### src/rtl/fpu.sv
// bfloat16 add/sub/mul/div unit: round-to-nearest-even, flush-to-zero,
// exponent overflow flag, one registered result per clock.
module fpu (
   input  logic        clk,
   input  logic        rst,
   input  logic [3:0]  mode_i,
   input  logic [15:0] in1_i,
   input  logic [15:0] in2_i,
   output logic [15:0] out_o,
   output logic        overflow_o
);
   localparam int unsigned EW   = 8;        // exponent bits
   localparam int unsigned FW   = 7;        // fraction bits
   localparam int unsigned SW   = FW + 1;   // significand incl. hidden one
   localparam int unsigned XW   = SW + 3;   // significand + guard/round/sticky
   localparam int unsigned NW   = 11;       // two's-complement working exponent
   localparam int unsigned QW   = 12;       // quotient bits (integer bit + 11)
   localparam int unsigned BIAS = 127;
   localparam logic [15:0] QNAN    = 16'h7FC0;
   localparam logic [14:0] INF_MAG = 15'h7F80;

   logic          sa, sb, sb_eff, sx;
   logic [EW-1:0] ea, eb;
   logic [FW-1:0] fa, fb;
   logic          a_zero, a_inf, a_nan, b_zero, b_inf, b_nan;
   logic          op_add, op_sub, op_mul, op_div;

   assign op_add = (mode_i == 4'b0001);
   assign op_sub = (mode_i == 4'b0010);
   assign op_mul = (mode_i == 4'b0100);
   assign op_div = (mode_i == 4'b1000);

   assign sa     = in1_i[15];
   assign ea     = in1_i[14:7];
   assign fa     = in1_i[6:0];
   assign sb     = in2_i[15];
   assign eb     = in2_i[14:7];
   assign fb     = in2_i[6:0];
   assign sb_eff = sb ^ op_sub;
   assign sx     = sa ^ sb;

   assign a_zero = (ea == '0);
   assign a_inf  = (ea == '1) && (fa == '0);
   assign a_nan  = (ea == '1) && (fa != '0);
   assign b_zero = (eb == '0);
   assign b_inf  = (eb == '1) && (fb == '0);
   assign b_nan  = (eb == '1) && (fb != '0);

   // Rounds an 8-bit significand with guard/sticky to nearest-even and packs;
   // returns {overflow, result}.
   function automatic logic [16:0] round_pack(input logic s, input logic [NW-1:0] e,
                                              input logic [SW-1:0] sig, input logic g,
                                              input logic st);
      logic [SW:0]   sig_r;
      logic [NW-1:0] e_r;
      sig_r = {1'b0, sig} + (SW+1)'(g & (st | sig[0]));
      e_r   = e + NW'(sig_r[SW]);
      if (!e_r[NW-1] && (e_r >= NW'(255)))
         return {1'b1, s, INF_MAG};
      if (e_r[NW-1] || (e_r == '0))
         return {1'b0, s, 15'h0000};
      return {1'b0, s, e_r[EW-1:0], sig_r[FW-1:0]};
   endfunction

   // Add/sub of magnitudes: align smaller operand, add/subtract, normalise.
   logic          a_big, add_sl, add_eff_sub, add_cancel, add_found;
   logic [EW-1:0] add_el, add_diff;
   logic [SW-1:0] add_sig_l, add_sig_s, add_sig;
   logic [XW-1:0] add_ext_s, add_shift, add_lost, add_al_s, add_norm;
   logic [XW:0]   add_sum;
   logic [3:0]    add_lz;
   logic [NW-1:0] add_exp;
   logic          add_g, add_st;

   always_comb begin : add_path
      a_big       = (in1_i[14:0] >= in2_i[14:0]);
      add_sl      = a_big ? sa : sb_eff;
      add_el      = a_big ? ea : eb;
      add_diff    = a_big ? (ea - eb) : (eb - ea);
      add_sig_l   = {1'b1, a_big ? fa : fb};
      add_sig_s   = {1'b1, a_big ? fb : fa};
      add_eff_sub = sa ^ sb_eff;
      add_ext_s   = {add_sig_s, 3'b000};
      add_shift   = add_ext_s >> add_diff;
      add_lost    = add_ext_s & ~({XW{1'b1}} << add_diff);
      // once shifted past the sticky position the smaller operand is pure sticky
      if (add_diff >= EW'(XW))
         add_al_s = XW'(1);
      else
         add_al_s = {add_shift[XW-1:1], add_shift[0] | (|add_lost)};

      if (add_eff_sub)
         add_sum = {1'b0, add_sig_l, 3'b000} - {1'b0, add_al_s};
      else
         add_sum = {1'b0, add_sig_l, 3'b000} + {1'b0, add_al_s};
      add_cancel = (add_sum == '0);

      add_lz    = '0;
      add_found = 1'b0;
      for (int i = int'(XW) - 1; i >= 0; i--) begin
         if (!add_found && add_sum[i]) begin
            add_lz    = 4'(int'(XW) - 1 - i);
            add_found = 1'b1;
         end
      end
      add_norm = add_sum[XW-1:0] << add_lz;

      if (add_sum[XW]) begin
         add_sig = add_sum[XW:4];
         add_g   = add_sum[3];
         add_st  = |add_sum[2:0];
         add_exp = NW'(add_el) + NW'(1);
      end else begin
         add_sig = add_norm[XW-1:3];
         add_g   = add_norm[2];
         add_st  = |add_norm[1:0];
         add_exp = NW'(add_el) - NW'(add_lz);
      end
   end

   // Multiply: 8x8 significand product, product in [1,4).
   logic [2*SW-1:0] mul_prod;
   logic [SW-1:0]   mul_sig;
   logic [NW-1:0]   mul_exp;
   logic            mul_g, mul_st;

   always_comb begin : mul_path
      mul_prod = (2*SW)'({1'b1, fa}) * (2*SW)'({1'b1, fb});
      mul_exp  = NW'(ea) + NW'(eb) - NW'(BIAS) + NW'(mul_prod[2*SW-1]);
      if (mul_prod[2*SW-1]) begin
         mul_sig = mul_prod[15:8];
         mul_g   = mul_prod[7];
         mul_st  = |mul_prod[6:0];
      end else begin
         mul_sig = mul_prod[14:7];
         mul_g   = mul_prod[6];
         mul_st  = |mul_prod[5:0];
      end
   end

   // Divide: restoring, integer quotient bit first, quotient in (0.5,2).
   logic [QW-1:0] div_q;
   logic [SW+1:0] div_rem;
   logic [SW-1:0] div_sig;
   logic [NW-1:0] div_exp;
   logic          div_g, div_st;

   always_comb begin : div_path
      div_rem = {2'b00, 1'b1, fa};
      div_q   = '0;
      for (int i = int'(QW) - 1; i >= 0; i--) begin
         if (div_rem >= {2'b00, 1'b1, fb}) begin
            div_q[i] = 1'b1;
            div_rem  = div_rem - {2'b00, 1'b1, fb};
         end
         if (i > 0)
            div_rem = div_rem << 1;
      end
      if (div_q[QW-1]) begin
         div_sig = div_q[11:4];
         div_g   = div_q[3];
         div_st  = (|div_q[2:0]) | (|div_rem);
         div_exp = NW'(ea) - NW'(eb) + NW'(BIAS);
      end else begin
         div_sig = div_q[10:3];
         div_g   = div_q[2];
         div_st  = (|div_q[1:0]) | (|div_rem);
         div_exp = NW'(ea) - NW'(eb) + NW'(BIAS - 1);
      end
   end

   // Special-operand resolution and final result selection.
   logic [15:0] out_d, out_q;
   logic        ovf_d, ovf_q;

   always_comb begin : result_sel
      out_d = 16'h0000;
      ovf_d = 1'b0;
      if (op_add || op_sub) begin
         if (a_nan || b_nan)            out_d = QNAN;
         else if (a_inf && b_inf)       out_d = (sa != sb_eff) ? QNAN : {sa, INF_MAG};
         else if (a_inf)                out_d = {sa, INF_MAG};
         else if (b_inf)                out_d = {sb_eff, INF_MAG};
         else if (a_zero && b_zero)     out_d = {sa & sb_eff, 15'h0000};
         else if (a_zero)               out_d = {sb_eff, in2_i[14:0]};
         else if (b_zero)               out_d = in1_i;
         else if (add_cancel)           out_d = 16'h0000;
         else {ovf_d, out_d} = round_pack(add_sl, add_exp, add_sig, add_g, add_st);
      end else if (op_mul) begin
         if (a_nan || b_nan)                                 out_d = QNAN;
         else if ((a_inf && b_zero) || (a_zero && b_inf))    out_d = QNAN;
         else if (a_inf || b_inf)                            out_d = {sx, INF_MAG};
         else if (a_zero || b_zero)                          out_d = {sx, 15'h0000};
         else {ovf_d, out_d} = round_pack(sx, mul_exp, mul_sig, mul_g, mul_st);
      end else if (op_div) begin
         if (a_nan || b_nan)                                 out_d = QNAN;
         else if ((a_zero && b_zero) || (a_inf && b_inf))    out_d = QNAN;
         else if (a_inf)                                     out_d = {sx, INF_MAG};
         else if (b_inf)                                     out_d = {sx, 15'h0000};
         else if (b_zero)                                    out_d = {sx, INF_MAG};
         else if (a_zero)                                    out_d = {sx, 15'h0000};
         else {ovf_d, out_d} = round_pack(sx, div_exp, div_sig, div_g, div_st);
      end
   end

   always_ff @(posedge clk) begin
      if (rst) begin
         out_q <= 16'h0000;
         ovf_q <= 1'b0;
      end else begin
         out_q <= out_d;
         ovf_q <= ovf_d;
      end
   end

   assign out_o      = out_q;
   assign overflow_o = ovf_q;

endmodule

### config.mk
export PLATFORM = sky130hd
export DESIGN_NAME = fpu
export DESIGN_NICKNAME = d
export VERILOG_FILES = /design/src/rtl/fpu.sv
export SDC_FILE = /design/constraint.sdc
export NUM_CORES = 1
export LEC_CHECK = 0
export CORE_ASPECT_RATIO = 1.4
export CORE_UTILIZATION = 57
export CTS_CLUSTER_DIAMETER = 120
export DETAILED_ROUTE_END_ITERATION = 6
export GPL_TIMING_DRIVEN = 0
export PLACE_DENSITY = 0.75
export SYNTH_ARGS = -nofsm -noshare
export SYNTH_HDL_FRONTEND = slang
export SYNTH_SLANG_ARGS = --single-unit
### constraint.sdc
create_clock -name clk -period 66.2 [get_ports clk]
set_input_delay 6.62 -clock clk [delete_from_list [all_inputs] [get_ports clk]]
set_output_delay 6.62 -clock clk [all_outputs]
set_load 0.01 [all_outputs]
==> results of run 1 <==
==> state kept, by name (all words and copies together) (netlist names) <==
register,flops
out_o,16
overflow_o,1
==> synthesized netlist by cell type (14+ instances only) <==
cell        n  area (µm²)
nor2_1    199         747
a21oi_1   172         861
ha_1      170        2130
nand2_1   161         604
inv_1     154         578
o21ai_0   118         591
xnor2_1    79         692
nor3_1     68         340
clkbuf_1   57         214
xor2_1     57         499
a21o_1     56         420
nand3_1    49         245
fa_1       44         881
and2_1     38         238
o21a_1     34         255
mux2i_1    31         310
a211oi_1   30         225
nand2b_1   28         175
and3_1     25         156
o21bai_1   25         188
o211ai_1   22         165
nand4_1    20         125
or3_1      19         119
nor2b_1    18         113
dfxtp_1    17         340
a31oi_1    16         100
nor4_1     16         100
o31ai_1    14         105
or2_2      14        87.6
==> cell families (layout without fill, tap and decap cells) <==
group	after synthesis	after routing	share of synthesized area (%)
adder cells (fa/ha/maj)	215	215	21.7
multiplexers	56	56	4.93
AND/OR/NAND/NOR	710	710	25.4
buffers and inverters	232	289	6.41
flip-flops	17	17	2.45
XOR/XNOR	137	137	8.77
AO/OA/AOI/OAI	628	628	30.4
==> critical path: cells and delay by family <==
kind	cells	cell delay [ns]
and+or+nand+nor	40	7.99
AOI/OAI and AO/OA	64	13.61
buffers and inverters	17	4.17
muxes	1	0.34
adders and majority gates	13	4.45
==> through the flow <==
stage               hold slack (ns)  std cells
global route                   7.01       2362
detailed placement             7.22       2358
floorplan                      6.86       1995
finish                         6.96       2362
CTS                            6.95       2362
global placement               7.22       2358
==> layout make-up <==
cell class / instances / area, µm² / area share, %
Multi-Input combinational cell: 1746 / 12700 / 85.0
Inverter: 159 / 597 / 4.01
Timing Repair Buffer: 53 / 531 / 3.56
Tap cell: 310 / 388 / 2.60
Sequential cell: 17 / 340 / 2.29
Buffer: 73 / 294 / 1.97
Clock buffer: 3 / 75.1 / 0.504
Clock inverter: 1 / 5.00 / 0.0336
==> layer usage <==
metal  vias to the layer above  GRT usage (%)  share of wire (%)
met4                         0           23.3                7.0
li1                       7366              -                  -
met5                         -              0                  0
met3                       211           3.61                5.5
met1                      7192           37.6                 36
met2                       598           67.6                 51
==> final timing paths <==
path / depth (start not counted) / start / end / slack (ns)
worst min-delay path: 2 / rst / out_o[13]$_SDFF_PP0_ / 6.96
worst max-delay path: 135 / in2_i[5] / out_o[6]$_SDFF_PP0_ / 29.02
==> impl_metrics.toml, run 1 <==
[global_routing]
grt-ovfl-total = 0
grt_first_pass_wirelength_um = 73200
grt_pass1_vias = 14900
antenna_found_initial = 0
track_usage_pct = 36.1
grt_start_max_net_pins = 17

[yosys]
ys.flop_type = "dfxtp_1"
synthesis.yosys.warnings = 0
number_of_register_bits_inferred_by_synthesis = 17
synth_cell_types = 109
postSynth.asyncResetShare_pct = 0
postSynthCellCount = 1995
avgSynthCellArea_um2 = 6.96
post_synth_instance_area_um2 = 13900
seq_area_frac_synth_pct = 2.45
synthesis.nets = 2247
synth-edff-count = 0

[clock_network]
clockBufferDepth = 2
ctsHtreeMaxLevel = 1
cts_tree = "done"
root_buffer = "clkbuf_16"
cts.repair_timing.setup_buffer_count = 0
cts.clk_slew.worst_paths_ns = 0.06
cts_resized = 0
cts_made_buffers = 3
tritoncts_num_sinks = 17
cts_hold_buf = 0

[timing]
slew_headroom_pct = 10.7
timing.final.setup_violations = 0
final.min_clock_period_ns = 37.18
min_period_over_period_pct = 56.2
grt_setup_unrepaired = "no"
final.setup.worst_slack_ns = 29.02
hold_violations = 0
final-max-slew-violation-count = 0
worst_pin_slew_ns = 1.33
setup_tns_final_ns = 0
achievable-frequency_ghz = 0.0269

[critical_path]
critical-path-max-stage-delay_ns = 0.69
path_class = "in2reg"
critPathRequiredTime_ns = 66.29
critical_path.startpoint_type = "input port"
arrival_ns = 37.27
worstSetupEndpointType = "flip-flop"
critical_path.max_fanout = 15
cp_most_frequent_cell = "o21ai_0"
critical-path-slowest-cell = "a211oi_1"

[floorplanning]
chipWidth_um = 134
fp.coreArea_um2 = 24000
start_util_pct = 57.9
num_io_pins = 55
core.rowCount = 67
fp.dieH_um = 187
dieArea_um2 = 25000

[finish]
leading_cell_type_in_the_layout_fill_and_taps_excluded = "nor2_1"
fill_cells = 2376
finish.instance_area_um2 = 14900
area.growth.synth_to_final_pct = 7.19
layout.core_utilization_pct = 62.1
final_net_count = 2305
drive_gt1_share_pct = 4.73
antennaDiodeCount = 0
layout.cells.most_common_list = "nor2_1, a21oi_1, ha_1"

[detailed_routing]
route.vias.total = 15400
dr.pass1.iters = 7
drc = 0
number_of_routed_nets_with_antenna_violations = 0
routed_wire_length_per_instance_um = 19.5
drtIter0Drc = 924
wl_um = 46000
via_per_inst = 6.51

[placement]
place.port_buffers = 53
dp_worst_setup_slack_ns = 29.41
gp_congestion = 1.01
dpl.hpwl_um = 37600
detailed_place.area_um2 = 14800

[worst_hold_path]
class_of_the_most_critical_hold_timing_path = "in2reg"

[flow_run]
cap_viol_max_count = 0

[status]
status = "finished clean"
Power of run 1 is not shown: default switching activity piles up to over one toggle a cycle in this logic, so the estimate is an artifact.
==> run 2: changes to the inputs <==
Settings changed: PLACE_DENSITY 0.75 to 0.78.
Clock period 66.2 ns to 32.9 ns, I/O delays scaled along.
==> run 2 against run 1 <==
Die area unchanged. Cell area increased by 1.5%. Global-route usage increased by 0.12 points. Critical endpoint unchanged. Highest routed layer unchanged.
==> impl_metrics.toml, run 2 (synthesized netlist as in run 1, its figures left out) <==
[clock_network]
tritoncts_num_sinks = 17
cts_hold_buf = 0
root_buffer = "clkbuf_16"
cts.clk_slew.worst_paths_ns = 0.06
cts_made_buffers = 3
cts_tree = "done"
ctsHtreeMaxLevel = 1
clockBufferDepth = 2

[critical_path]
critical_path.max_fanout = 12
arrival_ns = 31.05
critical-path-max-stage-delay_ns = 0.55
critical-path-slowest-cell = "clkdlybuf4s50_1"
path_class = "in2reg"
cp_most_frequent_cell = "o21ai_0"
worstSetupEndpointType = "flip-flop"
critical_path.startpoint_type = "input port"
critPathRequiredTime_ns = 33.03

[detailed_routing]
drtIter0Drc = 959
dr.pass1.iters = 5
wl_um = 46200
number_of_routed_nets_with_antenna_violations = 0
routed_wire_length_per_instance_um = 19.4
drc = 0
via_per_inst = 6.47
route.vias.total = 15400

[timing]
final.min_clock_period_ns = 30.92
worst_pin_slew_ns = 1.23
slew_headroom_pct = 17.9
timing.final.setup_violations = 0
min_period_over_period_pct = 94.0
hold_violations = 0
grt_setup_unrepaired = "no"
achievable-frequency_ghz = 0.0323
final-max-slew-violation-count = 0
fin_hold_ws_ns = 3.74

[global_routing]
grt-ovfl-total = 0
grt_start_max_net_pins = 17
antenna_found_initial = 0
grt_first_pass_wirelength_um = 73500
track_usage_pct = 36.2
grt_pass1_vias = 15100

[placement]
gp_congestion = 1.05
detailed_place.area_um2 = 14800
place.port_buffers = 53
dpl.hpwl_um = 37600

[floorplanning]
core.rowCount = 67
dieArea_um2 = 25000
chipWidth_um = 134
num_io_pins = 55
start_util_pct = 57.9
fp.coreArea_um2 = 24000
fp.dieH_um = 187

[finish]
multi_input_area_um2 = 12700
area.growth.synth_to_final_pct = 8.79
fill_cells = 2270
layout.core_utilization_pct = 63.0
largest_register_ffs = 16
final_net_count = 2323
drive_gt1_share_pct = 6.47
leading_cell_type_in_the_layout_fill_and_taps_excluded = "nor2_1"
antennaDiodeCount = 0
seqCellArea_um2 = 340
finish.instance_area_um2 = 15100
layout.cells.most_common_list = "nor2_1, a21oi_1, ha_1"

[worst_hold_path]
class_of_the_most_critical_hold_timing_path = "in2reg"

[flow_run]
cap_viol_max_count = 0

[status]
status = "finished clean"
[run 2: worst paths after layout]
| check | start | to | cells past startpoint |
|---|---|---|---|
| hold / removal | rst | out_o[14]$_SDFF_PP0_ | 2 |
| setup / recovery | in2_i[4] | out_o[6]$_SDFF_PP0_ | 135 |
[run 2: worst max-delay path, delay by kind of cell]
kind / cells / cell delay (ns)
AO/OA/AOI/OAI: 65 / 12.57
AND/OR/NAND/NOR: 40 / 7.35
adder cells (fa/ha/maj): 13 / 4.15
buffers and inverters: 16 / 3.28
multiplexers: 1 / 0.33
[run 2: per-layer routing]
| metal | GRT usage, % | share of wire [%] | vias up |
|---|---|---|---|
| met5 | 0 | 0 | - |
| li1 | - | - | 7391 |
| met3 | 4.40 | 5.8 | 196 |
| met4 | 21.2 | 6.3 | 0 |
| met1 | 38.0 | 37 | 7157 |
| met2 | 67.9 | 51 | 647 |
[run 2: area by class of cell]
| type | instances | area share (%) |
|---|---|---|
| Multi-Input combinational cell | 1746 | 84.1 |
| Buffer | 72 | 1.98 |
| Sequential cell | 17 | 2.25 |
| Timing Repair Buffer | 72 | 4.45 |
| Clock buffer | 4 | 0.522 |
| Inverter | 159 | 4.10 |
| Tap cell | 310 | 2.57 |
[run 2: what timing repair did]
| item | 4_1_cts | 5_1_grt |
|---|---|---|
| resized for setup | 3 | 31 |
| endpoints found under the setup margin | 2 | 16 |
| hold endpoints to repair | 0 | 0 |
| pin swaps | 0 | 1 |
| setup buffers | 2 | 17 |
[run 2: metrics by stage]
stage	TNS, ns	std cells	setup slack (ns)
after floorplan	0	1995	5.75
after global placement	0	2358	0.0328
after detailed placement	-0.730	2358	-0.429
after CTS	0	2364	0.0362
after global routing	0	2380	0.0548
final	0	2380	1.98
Power of run 2 is left out for the same reason.
